[src/rtl/alu_ctrl_pkg.sv]
// Shared constants and decoded-instruction bundle for the ALU control decode stage.
package alu_ctrl_pkg;

  localparam int unsigned INST_W = 32;
  localparam int unsigned IMM_W  = 32;
  localparam int unsigned REG_W  = 5;
  localparam int unsigned ALU_W  = 3;
  localparam int unsigned OP_W   = 7;
  localparam int unsigned F3_W   = 3;
  localparam int unsigned F7_W   = 7;

  localparam logic [ALU_W-1:0] ALU_AND  = 3'b000;
  localparam logic [ALU_W-1:0] ALU_XOR  = 3'b001;
  localparam logic [ALU_W-1:0] ALU_SLL  = 3'b010;
  localparam logic [ALU_W-1:0] ALU_ADD  = 3'b011;
  localparam logic [ALU_W-1:0] ALU_SUB  = 3'b100;
  localparam logic [ALU_W-1:0] ALU_MUL  = 3'b101;
  localparam logic [ALU_W-1:0] ALU_ADDI = 3'b110;
  localparam logic [ALU_W-1:0] ALU_SRAI = 3'b111;

  localparam logic [OP_W-1:0] OP_RTYPE = 7'b0110011;
  localparam logic [OP_W-1:0] OP_ITYPE = 7'b0010011;

  localparam logic [F7_W-1:0] F7_BASE   = 7'b0000000;
  localparam logic [F7_W-1:0] F7_ALT    = 7'b0100000;
  localparam logic [F7_W-1:0] F7_MULDIV = 7'b0000001;

  localparam logic [F3_W-1:0] F3_ADD = 3'b000;
  localparam logic [F3_W-1:0] F3_SLL = 3'b001;
  localparam logic [F3_W-1:0] F3_XOR = 3'b100;
  localparam logic [F3_W-1:0] F3_SR  = 3'b101;
  localparam logic [F3_W-1:0] F3_AND = 3'b111;

  typedef struct packed {
    logic [ALU_W-1:0] alu_ctrl;
    logic             alu_src;
    logic             reg_write;
    logic             illegal;
    logic [REG_W-1:0] rs1;
    logic [REG_W-1:0] rs2;
    logic [REG_W-1:0] rd;
    logic [IMM_W-1:0] imm;
  } dec_bundle_t;

endpackage

[src/rtl/alu_ctrl_lut.sv]
// Purely combinational RV32 subset decode: instruction word to ALU control bundle.
module alu_ctrl_lut
  import alu_ctrl_pkg::*;
(
  input  logic [INST_W-1:0] inst,
  output dec_bundle_t       dec
);

  logic [OP_W-1:0]  opcode;
  logic [F3_W-1:0]  funct3;
  logic [F7_W-1:0]  funct7;
  logic             legal;
  logic             itype;
  logic [ALU_W-1:0] code;
  logic [IMM_W-1:0] imm;

  assign opcode = inst[6:0];
  assign funct3 = inst[14:12];
  assign funct7 = inst[31:25];

  // Classify the instruction; anything unmatched stays illegal with a zero code.
  always_comb begin
    legal = 1'b0;
    itype = 1'b0;
    code  = ALU_AND;
    imm   = '0;
    case (opcode)
      OP_RTYPE: begin
        case ({funct7, funct3})
          {F7_BASE, F3_AND}:   begin legal = 1'b1; code = ALU_AND; end
          {F7_BASE, F3_XOR}:   begin legal = 1'b1; code = ALU_XOR; end
          {F7_BASE, F3_SLL}:   begin legal = 1'b1; code = ALU_SLL; end
          {F7_BASE, F3_ADD}:   begin legal = 1'b1; code = ALU_ADD; end
          {F7_ALT, F3_ADD}:    begin legal = 1'b1; code = ALU_SUB; end
          {F7_MULDIV, F3_ADD}: begin legal = 1'b1; code = ALU_MUL; end
          default: ;
        endcase
      end
      OP_ITYPE: begin
        if (funct3 == F3_ADD) begin
          legal = 1'b1;
          itype = 1'b1;
          code  = ALU_ADDI;
          imm   = IMM_W'($signed(inst[31:20]));
        end else if (funct3 == F3_SR && funct7 == F7_ALT) begin
          legal = 1'b1;
          itype = 1'b1;
          code  = ALU_SRAI;
          imm   = IMM_W'(inst[24:20]);
        end
      end
      default: ;
    endcase
  end

  // Register indices pass through raw; I-type has no rs2 operand.
  always_comb begin
    dec           = '0;
    dec.alu_ctrl  = code;
    dec.alu_src   = itype;
    dec.illegal   = ~legal;
    dec.reg_write = legal & (|inst[11:7]);
    dec.rs1       = inst[19:15];
    dec.rs2       = itype ? '0 : inst[24:20];
    dec.rd        = inst[11:7];
    dec.imm       = imm;
  end

endmodule

[src/rtl/alu_ctrl_decode_stage.sv]
// Registered ID stage: decodes one instruction behind a valid/ready handshake with flush.
// Optional ALU_DECODE_PERF_EN adds decoded/illegal load counters.
module alu_ctrl_decode_stage
  import alu_ctrl_pkg::*;
#(
  parameter int unsigned XLEN = 32
) (
  input  logic            clk_i,
  input  logic            rst_i,
  input  logic [XLEN-1:0] inst_i,
  input  logic            valid_i,
  output logic            ready_o,
  input  logic            flush_i,
  output logic            valid_o,
  input  logic            ready_i,
  output logic [2:0]      ALUCtrl_o,
  output logic            ALUSrc_o,
  output logic            RegWrite_o,
  output logic [4:0]      rs1_o,
  output logic [4:0]      rs2_o,
  output logic [4:0]      rd_o,
  output logic [XLEN-1:0] imm_o,
  output logic            illegal_o
`ifdef ALU_DECODE_PERF_EN
  ,
  output logic [31:0]     decoded_cnt_o,
  output logic [31:0]     illegal_cnt_o
`endif
);

  dec_bundle_t dec;
  logic        load;

  alu_ctrl_lut u_lut (
    .inst (INST_W'(inst_i)),
    .dec  (dec)
  );

  assign ready_o = ~valid_o | ready_i;
  assign load    = valid_i & ready_o & ~flush_i;

  // Output register: flush wins, then load, then drain on transfer.
  always_ff @(posedge clk_i or posedge rst_i) begin
    if (rst_i) begin
      valid_o    <= 1'b0;
      ALUCtrl_o  <= '0;
      ALUSrc_o   <= 1'b0;
      RegWrite_o <= 1'b0;
      rs1_o      <= '0;
      rs2_o      <= '0;
      rd_o       <= '0;
      imm_o      <= '0;
      illegal_o  <= 1'b0;
    end else if (flush_i) begin
      valid_o    <= 1'b0;
      RegWrite_o <= 1'b0;
      illegal_o  <= 1'b0;
    end else if (load) begin
      valid_o    <= 1'b1;
      ALUCtrl_o  <= dec.alu_ctrl;
      ALUSrc_o   <= dec.alu_src;
      RegWrite_o <= dec.reg_write;
      rs1_o      <= dec.rs1;
      rs2_o      <= dec.rs2;
      rd_o       <= dec.rd;
      imm_o      <= XLEN'(dec.imm);
      illegal_o  <= dec.illegal;
    end else if (ready_i) begin
      valid_o <= 1'b0;
    end
  end

`ifdef ALU_DECODE_PERF_EN
  // Load counters; flush already suppresses load so it blocks the count too.
  always_ff @(posedge clk_i or posedge rst_i) begin
    if (rst_i) begin
      decoded_cnt_o <= '0;
      illegal_cnt_o <= '0;
    end else if (load) begin
      if (dec.illegal) illegal_cnt_o <= illegal_cnt_o + 32'd1;
      else             decoded_cnt_o <= decoded_cnt_o + 32'd1;
    end
  end
`endif

endmodule

[config.mk]
export PLATFORM = sky130hd
export DESIGN_NAME = alu_ctrl_decode_stage
export DESIGN_NICKNAME = d
export VERILOG_FILES = /design/src/rtl/alu_ctrl_pkg.sv /design/src/rtl/alu_ctrl_lut.sv /design/src/rtl/alu_ctrl_decode_stage.sv
export SDC_FILE = /design/constraint.sdc
export NUM_CORES = 1
export LEC_CHECK = 0
export ABC_CLOCK_PERIOD_IN_PS = 2850
export BUFFER_PORTS_ARGS = -buffer_cell sky130_fd_sc_hd__clkbuf_2
export CORE_MARGIN = 1.5
export CORE_UTILIZATION = 49
export CTS_BUF_LIST = sky130_fd_sc_hd__clkbuf_8
export DETAILED_ROUTE_END_ITERATION = 10
export HOLD_SLACK_MARGIN = 0.05
export PLACE_DENSITY_LB_ADDON = 0.08
export SLEW_MARGIN = 20
export SYNTH_ARGS = -nofsm -noshare
export SYNTH_HDL_FRONTEND = slang
export SYNTH_SLANG_ARGS = --single-unit
export TNS_END_PERCENT = 5
[constraint.sdc]
create_clock -name clk_i -period 2.85 [get_ports clk_i]
set_input_delay 0.1425 -clock clk_i [delete_from_list [all_inputs] [get_ports clk_i]]
set_output_delay 0.1425 -clock clk_i [all_outputs]
set_load 0.02 [all_outputs]
==> out/metrics.cfg <==
[run_status]
status=complete, no violations

[sta]
finalCritPeriodShare_pct=74.9
hold_viol_final=0
fin_crit_ps=2140
worst_slew_pin_slew_ps=829
fmax_mhz=468
setup_violations_final=0
final.setup.tns_ps=0
timing.final.max_slew_violations=0
rsz0062_at_grt=false
slew_headroom_pct=44.3
finalClockSkew_ps=5.70

[yosys]
asyncSetResetFlopFracSynth_pct=100
synth-simple-area-share_pct=19.0
synth_sequential_area_ratio_pct=52.4
post_synth_xor_area_fraction_pct=0.539
syn_inst=169
synthDominantCellAreaShare_pct=52.4
synthesized_area_fraction_occupied_by_ao_oa_aoi_and_oai_cells_pct=15.0
synth.avg_cell_area_um2=9.61
ys_dominant_reg_cell=dfrtp_1
yosys_warns=0
synth_mux_area_share_pct=0
synth_fp_nets=206
yosysTopAreaCell=dfrtp_1
synth-edff-count=0
synth_area_um2=1620
yosys.area_share.adder_pct=0.616
netlist-cell-type-count=32
netlist_top_cells_area=dfrtp_1, nand2_1, buf_4
synth_top_family_by_area=simple AND/OR/NAND/NOR gates
synth.ff_latch_count=34

[final_layout]
finalNetCount=283
num-fill-cells=281
layout-drive-gt1-share_pct=44.5
most_frequent_standard_cell_in_the_layout_excluding_fill_and_tap_cells=clkbuf_2
most-common-layout-cells=clkbuf_2, nand2_1, dfrtp_1
finish.cell_count_without_fillers=291
diodes=0
synthToLayoutAreaGrowth_pct=29.6

[floorplanning]
die_span_x_um=60.6
boundaryPins=92
core_region_area_um2=3100
placementRows=20
floorplan.initialDensity_pct=52.3
die-area_um2=3670
chipHeight_um=60.6

[drt]
routed_via_density=4.98
vias=1450
remaining_drc_errors=0
final_antenna_net_count=0
detailedRoute.firstPassIterationCount=4
detailedRoute.firstIterationViolations=76
avgRoutedWirePerCell_um=13.0
finalWirelength_um=3780

[setup_path]
worst_r2r_path_depth=6
crit_path_cell_trace=dlygate4sd3_1 > clkbuf_2 > inv_1 > and3_1 > buf_4 > nand2_1 > nor3_1 > a22o_2
arrival_ps=2350
endpoint_kind=flop
cp_num_buf_inv=4
worst-setup-path-type=in2reg
path_max_fanout=16
cp_top_family=simple AND/OR/NAND/NOR gates
worstSetupStartpointType=input port
crit_slowest_cell=nor3_1
r2r_slack_ps=770
timing.critical_path.required_ps=3060
worst_path_largest_cell_delay_ps=670
critical_path_depth=8

[run]
drv_cap=0

[global_routing]
first_global_vias=1305
grt_start_max_net_pins=33
global_route.overflow_total=0
antenna_found_initial=0
global_routing_usage_summed_across_all_routing_layers_pct=22.2
grt_first_pass_wirelength_um=5880

[pwr]
leakage_uw=0.00119
ir_worst_vdd_uv=296
pwr_density_cell_nw_per_um2=517

[min_path]
min_delay_path_depth=3
worstHoldPathType=in2reg

[cts]
clk-insertion-delay-late_ps=280
clk_pin_slew_ps=70
clock_sinks=34
numCtsBuffers=5
cts-root-to-sink-buffers=2
clock_tree.root_cell=clkbuf_8
cts_resized=0
cts_tree=yes
clock_tree.htree_level_count=2

[placement]
gp_congestion=0.908
cells_after_dpl=279
placement.io_buffers=91
hpwlAfterDp_um=2740

## power breakdown
part	total, uW	leakage (uW)	switching (uW)	internal [uW]
Combinational	190	0.000691	121	69.6
Clock	366	0.0000472	172	194
Sequential	533	0.000449	17.2	515
Total	1090	0.00119	310	779
## path summary, 6_finish.rpt
path / from / to
hold reg to reg: rs1_o[2] / rs1_o[2]
setup / recovery: flush_i / imm_o[9]
min in group asynchronous: rst_i / ALUCtrl_o[0]
setup reg to reg: valid_o / imm_o[9]
max in group asynchronous: rst_i / rs2_o[4]
hold / removal: inst_i[19] / rs1_o[4]
## cells by family after synthesis
logic type,Yosys count
xor gates and xnor gates,1
adders and majority gates,1
DFF,34
and+or+nand+nor,68
AOI/OAI and AO/OA,33
buffers and inverters,32
## Yosys cell counts (2+ instances only)
master    count
nand2_1      46
nor2_1        6
dfrtp_1      34
nand3_1       2
o21ai_0       4
and3_1        2
a22o_1        7
a22o_2        5
clkbuf_1      7
nand2b_1      2
o31ai_1       2
inv_1         4
a21oi_1       8
buf_4        20
nor3_1        3
## repair_timing
action                                 4_1_cts  5_1_grt
hold buffers                                 4        0
endpoints found under the hold margin       17        0
setup buffers                                0        0
## registers in the layout (all words and copies together) (netlist names)
name	cells
rd_o	5
ALUCtrl_o	3
RegWrite_o	1
illegal_o	1
rs2_o	5
rs1_o	5
ALUSrc_o	1
valid_o	1
imm_o	12
## through the flow
stage | power (uW) | cell area, um2 | utilization [%] | setup WS, ps | hold slack, ps
after floorplan | 646 | 1620 | - | 895 | 206
after global placement | 721 | 1970 | 63.5 | 613 | 190
after detailed placement | 729 | 1970 | 63.5 | 575 | 196
after CTS | 1100 | 2100 | 67.8 | 695 | 55.6
after global routing | 1150 | 2100 | 67.8 | 498 | 59.4
final | 1090 | 2100 | 67.8 | 714 | 57.8
## final cells by class
cell class	instances	area [um2]	area share, %
well taps	44	55.1	2.62
repair buffers	98	518	24.6
flip-flops and latches	34	851	40.4
clock buffers	6	82.6	3.92
clock inverters	2	12.5	0.595
multi-input cells	103	571	27.1
inverters	4	15.0	0.713
## worst register-to-register path: stages (launching register included)
cell      delay [ps]
dfrtp_1          380
nand2b_1         140
and3_1           180
buf_4            210
nand2_1          170
nor3_1           670
a22o_2           250
## per-layer routing
layer / track usage (%) / vias to the layer above / part of all wire (%) / wire length (um)
met5: 0 / - / 0 / 0
met4: 7.14 / 0 / 0.61 / 23
li1: - / 707 / - / -
met2: 36.7 / 68 / 50 / 1880
met3: 7.68 / 2 / 7.3 / 275
met1: 27.4 / 673 / 42 / 1600
(Power assumes the default switching activity.)
